==> config.mk <==
export PLATFORM = sky130hd
export DESIGN_NAME = vec_vsetvl_unit
export DESIGN_NICKNAME = d
export VERILOG_FILES = /design/src/rtl/vec_vsetvl_unit.sv
export SDC_FILE = /design/constraint.sdc
export NUM_CORES = 1
export LEC_CHECK = 0
export BUFFER_PORTS_ARGS = -buffer_cell sky130_fd_sc_hd__buf_2
export CAP_MARGIN = 25
export CORE_MARGIN = 4
export CORE_UTILIZATION = 56
export CTS_CLUSTER_DIAMETER = 150
export DETAILED_ROUTE_END_ITERATION = 16
export PLACE_DENSITY = 0.88
export SETUP_SLACK_MARGIN = 0.15
export SLEW_MARGIN = 10
export SYNTH_ARGS = -nofsm -noshare
export SYNTH_HDL_FRONTEND = slang
export SYNTH_SLANG_ARGS = --single-unit
==> constraint.sdc <==
create_clock -name clk -period 7.06 [get_ports clk]
set_clock_uncertainty 0.15 [all_clocks]
set_input_delay 0.706 -clock clk [delete_from_list [all_inputs] [get_ports clk]]
set_output_delay 0.706 -clock clk [all_outputs]
set_load 0.02 [all_outputs]
==> src/rtl/vec_vsetvl_unit.sv <==
// vec_vsetvl_unit: executes vsetvli / vsetivli / vsetvl.
// Decodes vtype, resolves AVL, computes VLMAX and vl = min(AVL, VLMAX).
// Issues a one-cycle CSR write and returns the new vl to the scalar core.
module vec_vsetvl_unit #(
  parameter int XLEN = 32,
  parameter int VLEN = 512,
  parameter int ELEN = 64
) (
  input  logic            clk,
  input  logic            rst,
  input  logic            inst_valid,
  output logic            inst_ready,
  input  logic [XLEN-1:0] inst,
  input  logic [XLEN-1:0] rs1_data,
  input  logic [XLEN-1:0] rs2_data,
  input  logic [XLEN-1:0] vl_in,
  output logic            csrwr_en,
  output logic [XLEN-1:0] scalar1,
  output logic [XLEN-1:0] scalar2,
  output logic            rd_valid,
  input  logic            rd_ready,
  output logic [4:0]      rd_addr,
  output logic [XLEN-1:0] rd_data,
  output logic            illegal_insn,
  output logic            busy
);

  typedef enum logic [1:0] {S_IDLE, S_CALC, S_WRITE, S_RESP} state_e;

  state_e          state_q, state_d;
  logic [XLEN-1:0] inst_q, inst_d;
  logic [XLEN-1:0] rs1_q, rs1_d;
  logic [XLEN-1:0] rs2_q, rs2_d;
  logic [XLEN-1:0] vlin_q, vlin_d;
  logic            csrwr_en_q, csrwr_en_d;
  logic [XLEN-1:0] scalar1_q, scalar1_d;
  logic [XLEN-1:0] scalar2_q, scalar2_d;
  logic            rd_valid_q, rd_valid_d;
  logic [4:0]      rd_addr_q, rd_addr_d;
  logic [XLEN-1:0] rd_data_q, rd_data_d;
  logic            illegal_q, illegal_d;

  logic [6:0]      opcode;
  logic [2:0]      funct3;
  logic [4:0]      rd_idx;
  logic [4:0]      rs1_idx;
  logic [XLEN-1:0] avl_reg;
  logic [XLEN-1:0] avl;
  logic [XLEN-1:0] vtype;
  logic            is_cfg;
  logic [2:0]      vlmul;
  logic [2:0]      vsew;
  logic            vtype_ok;
  logic [XLEN+3:0] vlmax_w;
  logic [XLEN-1:0] vl;

  assign opcode  = inst_q[6:0];
  assign funct3  = inst_q[14:12];
  assign rd_idx  = inst_q[11:7];
  assign rs1_idx = inst_q[19:15];

  // AVL source for the register forms: rs1, else all-ones, else keep current vl
  always_comb begin
    avl_reg = vlin_q;
    if (rs1_idx != 5'd0)     avl_reg = rs1_q;
    else if (rd_idx != 5'd0) avl_reg = '1;
  end

  // Instruction form decode: selects vtype and AVL source
  always_comb begin
    is_cfg = 1'b1;
    avl    = avl_reg;
    vtype  = '0;
    if (!inst_q[31]) begin
      vtype = XLEN'(inst_q[30:20]);
    end else if (inst_q[31:30] == 2'b11) begin
      vtype = XLEN'(inst_q[29:20]);
      avl   = XLEN'(inst_q[19:15]);
    end else if (inst_q[31:25] == 7'b1000000) begin
      vtype = rs2_q;
    end else begin
      is_cfg = 1'b0;
    end
    if (opcode != 7'h57 || funct3 != 3'b111) is_cfg = 1'b0;
  end

  assign vlmul    = vtype[2:0];
  assign vsew     = vtype[5:3];
  assign vtype_ok = (vlmul <= 3'd3) && (vsew <= 3'd3) &&
                    ((32'd8 << vsew) <= 32'(ELEN)) && (vtype[XLEN-1:8] == '0);

  // VLMAX computed with 4 spare bits so VLEN << vlmul cannot wrap
  always_comb begin
    vlmax_w = ((XLEN+4)'(VLEN) << vlmul) >> ({1'b0, vsew} + 4'd3);
    vl      = ((XLEN+4)'(avl) < vlmax_w) ? avl : vlmax_w[XLEN-1:0];
  end

  // Next-state and registered-output logic for the config FSM
  always_comb begin
    state_d    = state_q;
    inst_d     = inst_q;
    rs1_d      = rs1_q;
    rs2_d      = rs2_q;
    vlin_d     = vlin_q;
    csrwr_en_d = 1'b0;
    scalar1_d  = scalar1_q;
    scalar2_d  = scalar2_q;
    rd_valid_d = rd_valid_q;
    rd_addr_d  = rd_addr_q;
    rd_data_d  = rd_data_q;
    illegal_d  = illegal_q;
    case (state_q)
      S_IDLE: begin
        if (inst_valid) begin
          inst_d  = inst;
          rs1_d   = rs1_data;
          rs2_d   = rs2_data;
          vlin_d  = vl_in;
          state_d = S_CALC;
        end
      end
      S_CALC: begin
        // results land in the output flops so they are valid during WRITE
        state_d   = S_WRITE;
        rd_addr_d = rd_idx;
        if (!is_cfg) begin
          illegal_d = 1'b1;
          rd_data_d = '0;
        end else if (!vtype_ok) begin
          csrwr_en_d = 1'b1;
          scalar1_d  = '0;
          scalar2_d  = {1'b1, {(XLEN-1){1'b0}}};
          illegal_d  = 1'b1;
          rd_data_d  = '0;
        end else begin
          csrwr_en_d = 1'b1;
          scalar1_d  = vl;
          scalar2_d  = XLEN'(vtype[7:0]);
          illegal_d  = 1'b0;
          rd_data_d  = vl;
        end
      end
      S_WRITE: begin
        rd_valid_d = 1'b1;
        state_d    = S_RESP;
      end
      S_RESP: begin
        if (rd_ready) begin
          rd_valid_d = 1'b0;
          state_d    = S_IDLE;
        end
      end
      default: state_d = S_IDLE;
    endcase
  end

  // State registers with synchronous reset
  always_ff @(posedge clk) begin
    if (rst) begin
      state_q    <= S_IDLE;
      inst_q     <= '0;
      rs1_q      <= '0;
      rs2_q      <= '0;
      vlin_q     <= '0;
      csrwr_en_q <= 1'b0;
      scalar1_q  <= '0;
      scalar2_q  <= '0;
      rd_valid_q <= 1'b0;
      rd_addr_q  <= '0;
      rd_data_q  <= '0;
      illegal_q  <= 1'b0;
    end else begin
      state_q    <= state_d;
      inst_q     <= inst_d;
      rs1_q      <= rs1_d;
      rs2_q      <= rs2_d;
      vlin_q     <= vlin_d;
      csrwr_en_q <= csrwr_en_d;
      scalar1_q  <= scalar1_d;
      scalar2_q  <= scalar2_d;
      rd_valid_q <= rd_valid_d;
      rd_addr_q  <= rd_addr_d;
      rd_data_q  <= rd_data_d;
      illegal_q  <= illegal_d;
    end
  end

  assign inst_ready   = (state_q == S_IDLE);
  assign busy         = (state_q != S_IDLE);
  assign csrwr_en     = csrwr_en_q;
  assign scalar1      = scalar1_q;
  assign scalar2      = scalar2_q;
  assign rd_valid     = rd_valid_q;
  assign rd_addr      = rd_addr_q;
  assign rd_data      = rd_data_q;
  assign illegal_insn = illegal_q;

endmodule

# Word-level counts from Yosys, hierarchy flattened
# Cells that the tools add are included.
[op_classes]
add_sub_neg = 1
n_lt_le_gt_ge = 4
eq_ne = 9
shift = 3
mux = 23
bitwise = 1
reduce_logical = 15
[ops]
columns = ["operator", "count"]
rows = [
  ["32-bit 2-to-1 mux", 11],
  ["32-bit by 36-bit < comparator with 1-bit output", 1],
  ["10-bit by 3-bit << shifter with 36-bit output, first input constant", 1],
  ["36-bit by 4-bit right shift with 36-bit output", 1],
  ["32-bit by 7-bit <= comparator with 1-bit output, second input constant", 1],
  ["4-bit by 3-bit << shifter with 32-bit output, first input constant", 1],
  ["24-bit logical NOT", 1],
  ["5-bit nonzero test", 2],
  ["1-bit 2-to-1 mux", 8],
  ["2-bit one-hot mux with 4 select lines", 1],
  ["2-bit AND reduction", 4],
  ["7-bit equality test, second input constant", 1],
  ["7-bit inequality test, second input constant", 1],
  ["2-bit equality test, second input constant", 3],
  ["3-bit by 2-bit <= comparator with 1-bit output, second input constant", 2],
  ["3-bit by 2-bit adder with 4-bit output, second input constant", 1],
  ["2-bit 2-to-1 mux", 2],
  ["2-bit inequality test, second input constant", 2],
  ["2-bit nonzero test", 2],
  ["1-bit logical AND", 3],
  ["3-bit inequality test, second input constant", 1],
  ["2-bit by 1-bit equality test with 1-bit output, second input constant", 1],
  ["2-bit logical NOT", 1],
  ["1-bit one-hot mux with 2 select lines", 1],
  ["other kinds (3)", 3],
]
[word_totals]
register_bits = 234
inputBits = 132
out_inout_bits = 106
word_cells = 68

# Depth between registers and ports, before layout
[depth]
word_depth = 10
depth_mapped = 14
ltp_nobuf = 13

# Worst setup path before layout
# No wires, ideal clock.
[synth_path]
path_type = "reg-to-reg"
from = "register inst_q[16]"
to = "register rd_data_q[5], in the netlist rd_data[5]"
setup_time_ns = 0.069
arrival_ns = 3.626
t_required_ns = 6.841
path_slack_ns = 3.215
path_stages_with_launch = 14
path_buffers = 2
period_less_slack_ns = 3.845
cell_sequence = "dfxtp_1 -> or4_1 -> or4_1 -> buf_2 -> buf_1 -> o22ai_1 -> o21ai_0 -> ha_1 -> a211o_1 -> a21oi_1 -> a41oi_4 -> nor3_4 -> mux2_4 -> o21ai_1"
[synth_via]
elab_chain_cells = 8
[synth_lines]
columns = ["element", "line", "rtl"]
rows = [
  ["start, declared", "31", "logic [XLEN-1:0] inst_q, inst_d;"],
  ["start signal, assigned", "174", "inst_q <= inst_d;"],
  ["5-bit nonzero test", "65", "if (rs1_idx != 5'd0) avl_reg = rs1_q;"],
  ["32-bit 2-to-1 mux", "65", ""],
  ["32-bit 2-to-1 mux", "76", "end else if (inst_q[31:30] == 2'b11) begin"],
  ["32-bit 2-to-1 mux (*)", "74", "if (!inst_q[31]) begin"],
  ["32-bit by 36-bit < comparator with 1-bit output", "95", "vl = ((XLEN+4)'(avl) < vlmax_w) ? avl : vlmax_w[XLEN-1:0];"],
  ["32-bit 2-to-1 mux (*)", "95", ""],
  ["32-bit 2-to-1 mux (*)", "129", "end else if (!vtype_ok) begin"],
  ["32-bit 2-to-1 mux (*)", "126", "if (!is_cfg) begin"],
  ["end signal, assigned", "183", "rd_data_q <= rd_data_d;"],
  ["end, declared", "40", "logic [XLEN-1:0] rd_data_q, rd_data_d;"],
]
# Every way passes the cells marked *; elsewhere a longest branch is shown, timed or not.
# A chain may end at the register's enable or synchronous reset.

# Final worst setup path
[layout_path]
from = "register inst_q[30]"
to = "register scalar1_q[7], in the netlist scalar1[7]"
[layout_via]
elab_chain_cells = 9
word_cells_on_any_way = 26
classes_between = "add/sub: 1; order compare: 4; eq/ne: 2; shift: 3; mux: 11; reduce/logical: 5"
[layout_lines]
columns = ["element", "line", "rtl"]
rows = [
  ["7-bit equality test", "79", "end else if (inst_q[31:25] == 7'b1000000) begin"],
  ["32-bit 2-to-1 mux", "79", ""],
  ["32-bit 2-to-1 mux", "76", ""],
  ["32-bit 2-to-1 mux", "74", ""],
  ["3-bit by 2-bit adder with 4-bit output (tied with other cells)", "94", "vlmax_w = ((XLEN+4)'(VLEN) << vlmul) >> ({1'b0, vsew} + 4'd3);"],
  ["36-bit by 4-bit right shift with 36-bit output (tied with other cells)", "94", ""],
  ["32-bit by 36-bit < comparator with 1-bit output or 1-bit logical AND (tied branches)", "95, 89", ""],
  ["32-bit 2-to-1 mux or 1-bit logical AND (tied branches)", "95, 90", ""],
  ["32-bit 2-to-1 mux", "129", ""],
  ["end signal, assigned", "179", "scalar1_q <= scalar1_d;"],
  ["end, declared", "36", "logic [XLEN-1:0] scalar1_q, scalar1_d;"],
]
# Parallel ways exist; a longest one is shown, timed or not.

==> qor.txt <==
CP max stage cell: a22oi_1
Via density per instance: 5.37
Type of the worst min-delay path: input pin to flip-flop
Worst endpoint required time: 7270 ps
Synth-to-Final Area Change: 21.2%
Clock Latency Late Sink: 510 ps
DRT antenna net count: 0
Endpoints failing setup: 0
Post-synth ARST share: 0
CTS H-tree lvls: 1
WP depth: 13
Final net count: 1379
Number of library cell types mapped by synthesis: 56
Die H: 131 µm
Synth top area share: 0.497
Final Wtd Congestion: 0.920
Setup repair bufs after CTS: 0
Global-route usage over all layers: 0.239
Final Hold Viols: 0
Biggest cell delay along the critical path: 720 ps
Max Slew Vio Count: 0
Vias in the first global route: 7191
Grt total ovfl: 0
Reg2reg path depth: 13
Min Tclk post-route: 4510 ps
Most frequent cells in the layout: nand2_1, buf_2, dfxtp_1
Core area: 14700 µm²
CP endpoint kind: flip-flop
Reg area: 4220 µm²
YS warnings: 0
Delay-heaviest family, CP: compound AO/OA/AOI/OAI gates
DRC: 0
Nature of the critical path startpoint: flip-flop
Synth area leader: dfxtp_1
Initial antenna violation count: 1
Tcrit/Tclk final: 0.639
RSZ-0062 raised after global routing: no
Peak Freq: 222 MHz
Synth area leaders: dfxtp_1, nand2_1, a21oi_1
Wirelength, routed: 21700 µm
Flop2flop setup slack: 2550 ps
Layout cell share with drive strength beyond 1: 0.221
Die Wd: 131 µm
Deepest clock path buffer count: 3
Post-synth EDFFs: 0
Input/output buffers: 214
Hold WS: 282 ps
Clock root buffer: clkbuf_16
Routed length per instance: 15.1 µm
Worst r2r dst: scalar1[7]
FF+latch count, synth: 211
Syn_area_per_cell: 8.10 µm²
Detailed-route via count: 7688
First-pass GRT wire length: 34900 µm
CTS tree: done
CTS Sinks: 211
Worst r2r src: inst_q[30]
LEAKAGE: 4.59 nW
Die area: 17200 µm²
Max-Slew Margin vs Limit: 0.444
FILL cells: 1168
Status: finished, final reports clean
WP buf/inv: 1
P per Cell Area: 366 nW/µm²
Ports: 238
Rows: 44
Area of the multi-input gates: 3920 µm²
Mapped Area: 8490 µm²
CP endpoint: scalar1[7]
Post-cts sizing count: 0
Initial Utilization: 0.578
DR iter-0 viols: 421
Cell Chain, Critical Path: nand2b_1 -> a22oi_1 -> nor2_1 -> a221o_1 -> a21o_1 -> inv_1 -> ha_1 -> a211o_1 -> a21oi_1 -> a41oi_4 -> nor3_4 -> mux2i_1 -> o21ai_1
Post-synthesis sequential area ratio: 0.497
Worst-path clk slew: 60 ps
Overall power: 3.76 mW
Largest net degree at the start of global routing: 84
Worst IR Drop VDD: 0.337 mV
Hpwl dp: 15800 µm
CP Max Fanout: 22
Setup_tns: 0 ps
CP Launch Point: inst_q[30]
CP arrival: 4720 ps
Cells after Synth: 1049
Most common cell after layout, fill and taps aside: nand2_1
Tightest Pin Transition: 830 ps
Setup CP Type: flip-flop to flip-flop
Num CTS Buffers: 22
Pre-antenna DRT Iters: 5
Cts hold-fix bufs: 0
Ys flop type: dfxtp_1
Max-cap viol count: 0
## cells in the mapped netlist (all sizes together) (12+ instances only)
cell and instances:
dfxtp 211, nand2 342, clkbuf 55, and2 39
nor4 21, o22ai 14, ha 17, buf 31
a21oi 139, nor2 36, inv 12, nor3 15
o21ai 18
## stage by stage
step	area [µm²]	instances	setup slack, ps	util
floorplan	8570	1071	3210	-
global placement	9520	1387	2690	0.648
detailed placement	9570	1390	2580	0.651
CTS	10300	1429	2570	0.700
global route	10300	1430	2200	0.700
finish	10300	1431	2550	0.700
## report_power, final
part	leakage (nW)	total (mW)	internal, mW	switching, mW
logic	2.51	1.17	0.421	0.750
clock network	0.360	1.13	0.663	0.469
registers	1.72	1.46	1.35	0.109
## flip-flops by register name, indices dropped and copies added (netlist names)
name / count
rs1_q: 32
rd_addr: 5
rs2_q: 32
inst_q: 32
csrwr_en: 1
rd_valid: 1
illegal_insn: 1
scalar2: 9
vlin_q: 32
state_q: 2
rd_data: 32
scalar1: 32
## routing by layer
layer  up-vias  part of all wire  track usage
li1       3834                 -            -
met1      3549              0.43        0.318
met2       262              0.47        0.391
met3        43             0.079       0.0577
met4         0             0.022       0.0671
met5         -                 0            0
## worst min path at each step
stage	start	end	slack (ps)	cells past startpoint
after floorplan	inst_q[13]	inst_q[13]	280	2
after CTS	rs2_data[12]	rs2_q[12]	270	3
after global placement	scalar1[1]	scalar1[1]	270	2
after global routing	rs1_data[24]	rs1_q[24]	280	3
after detailed placement	scalar1[11]	scalar1[11]	280	2
final	inst[12]	inst_q[12]	280	3
## area by class of cell
| class | instances | share of cell area |
|---|---|---|
| Clock inverter | 13 | 0.0137 |
| Timing Repair Buffer | 221 | 0.112 |
| Multi-Input combinational cell | 762 | 0.380 |
| Tap cell | 184 | 0.0224 |
| Inverter | 12 | 0.00438 |
| Clock buffer | 26 | 0.0559 |
| Sequential cell | 211 | 0.411 |
| Antenna cell | 2 | 0.000486 |
## worst register-to-register path, stage by stage (launching register included)
cell and delay (ps):
dfxtp_1 380, nand2b_1 490, a22oi_1 730, nor2_1 190, a221o_1 380, a21o_1 200
inv_1 60, ha_1 230, a211o_1 260, a21oi_1 200, a41oi_4 180, nor3_4 510
mux2i_1 330, o21ai_1 90
## kinds of logic after synthesis
group / Yosys count / share of synthesized area
flip-flops: 211 / 0.497
AND/OR/NAND/NOR: 496 / 0.259
adder cells (fa/ha/maj): 18 / 0.0262
buffers and inverters: 98 / 0.0536
AO/OA/AOI/OAI: 209 / 0.144
multiplexers: 13 / 0.0165
XOR/XNOR: 3 / 0.00309
other: 1 / 0.000442
Note: power is estimated with default switching activity, not from simulation.
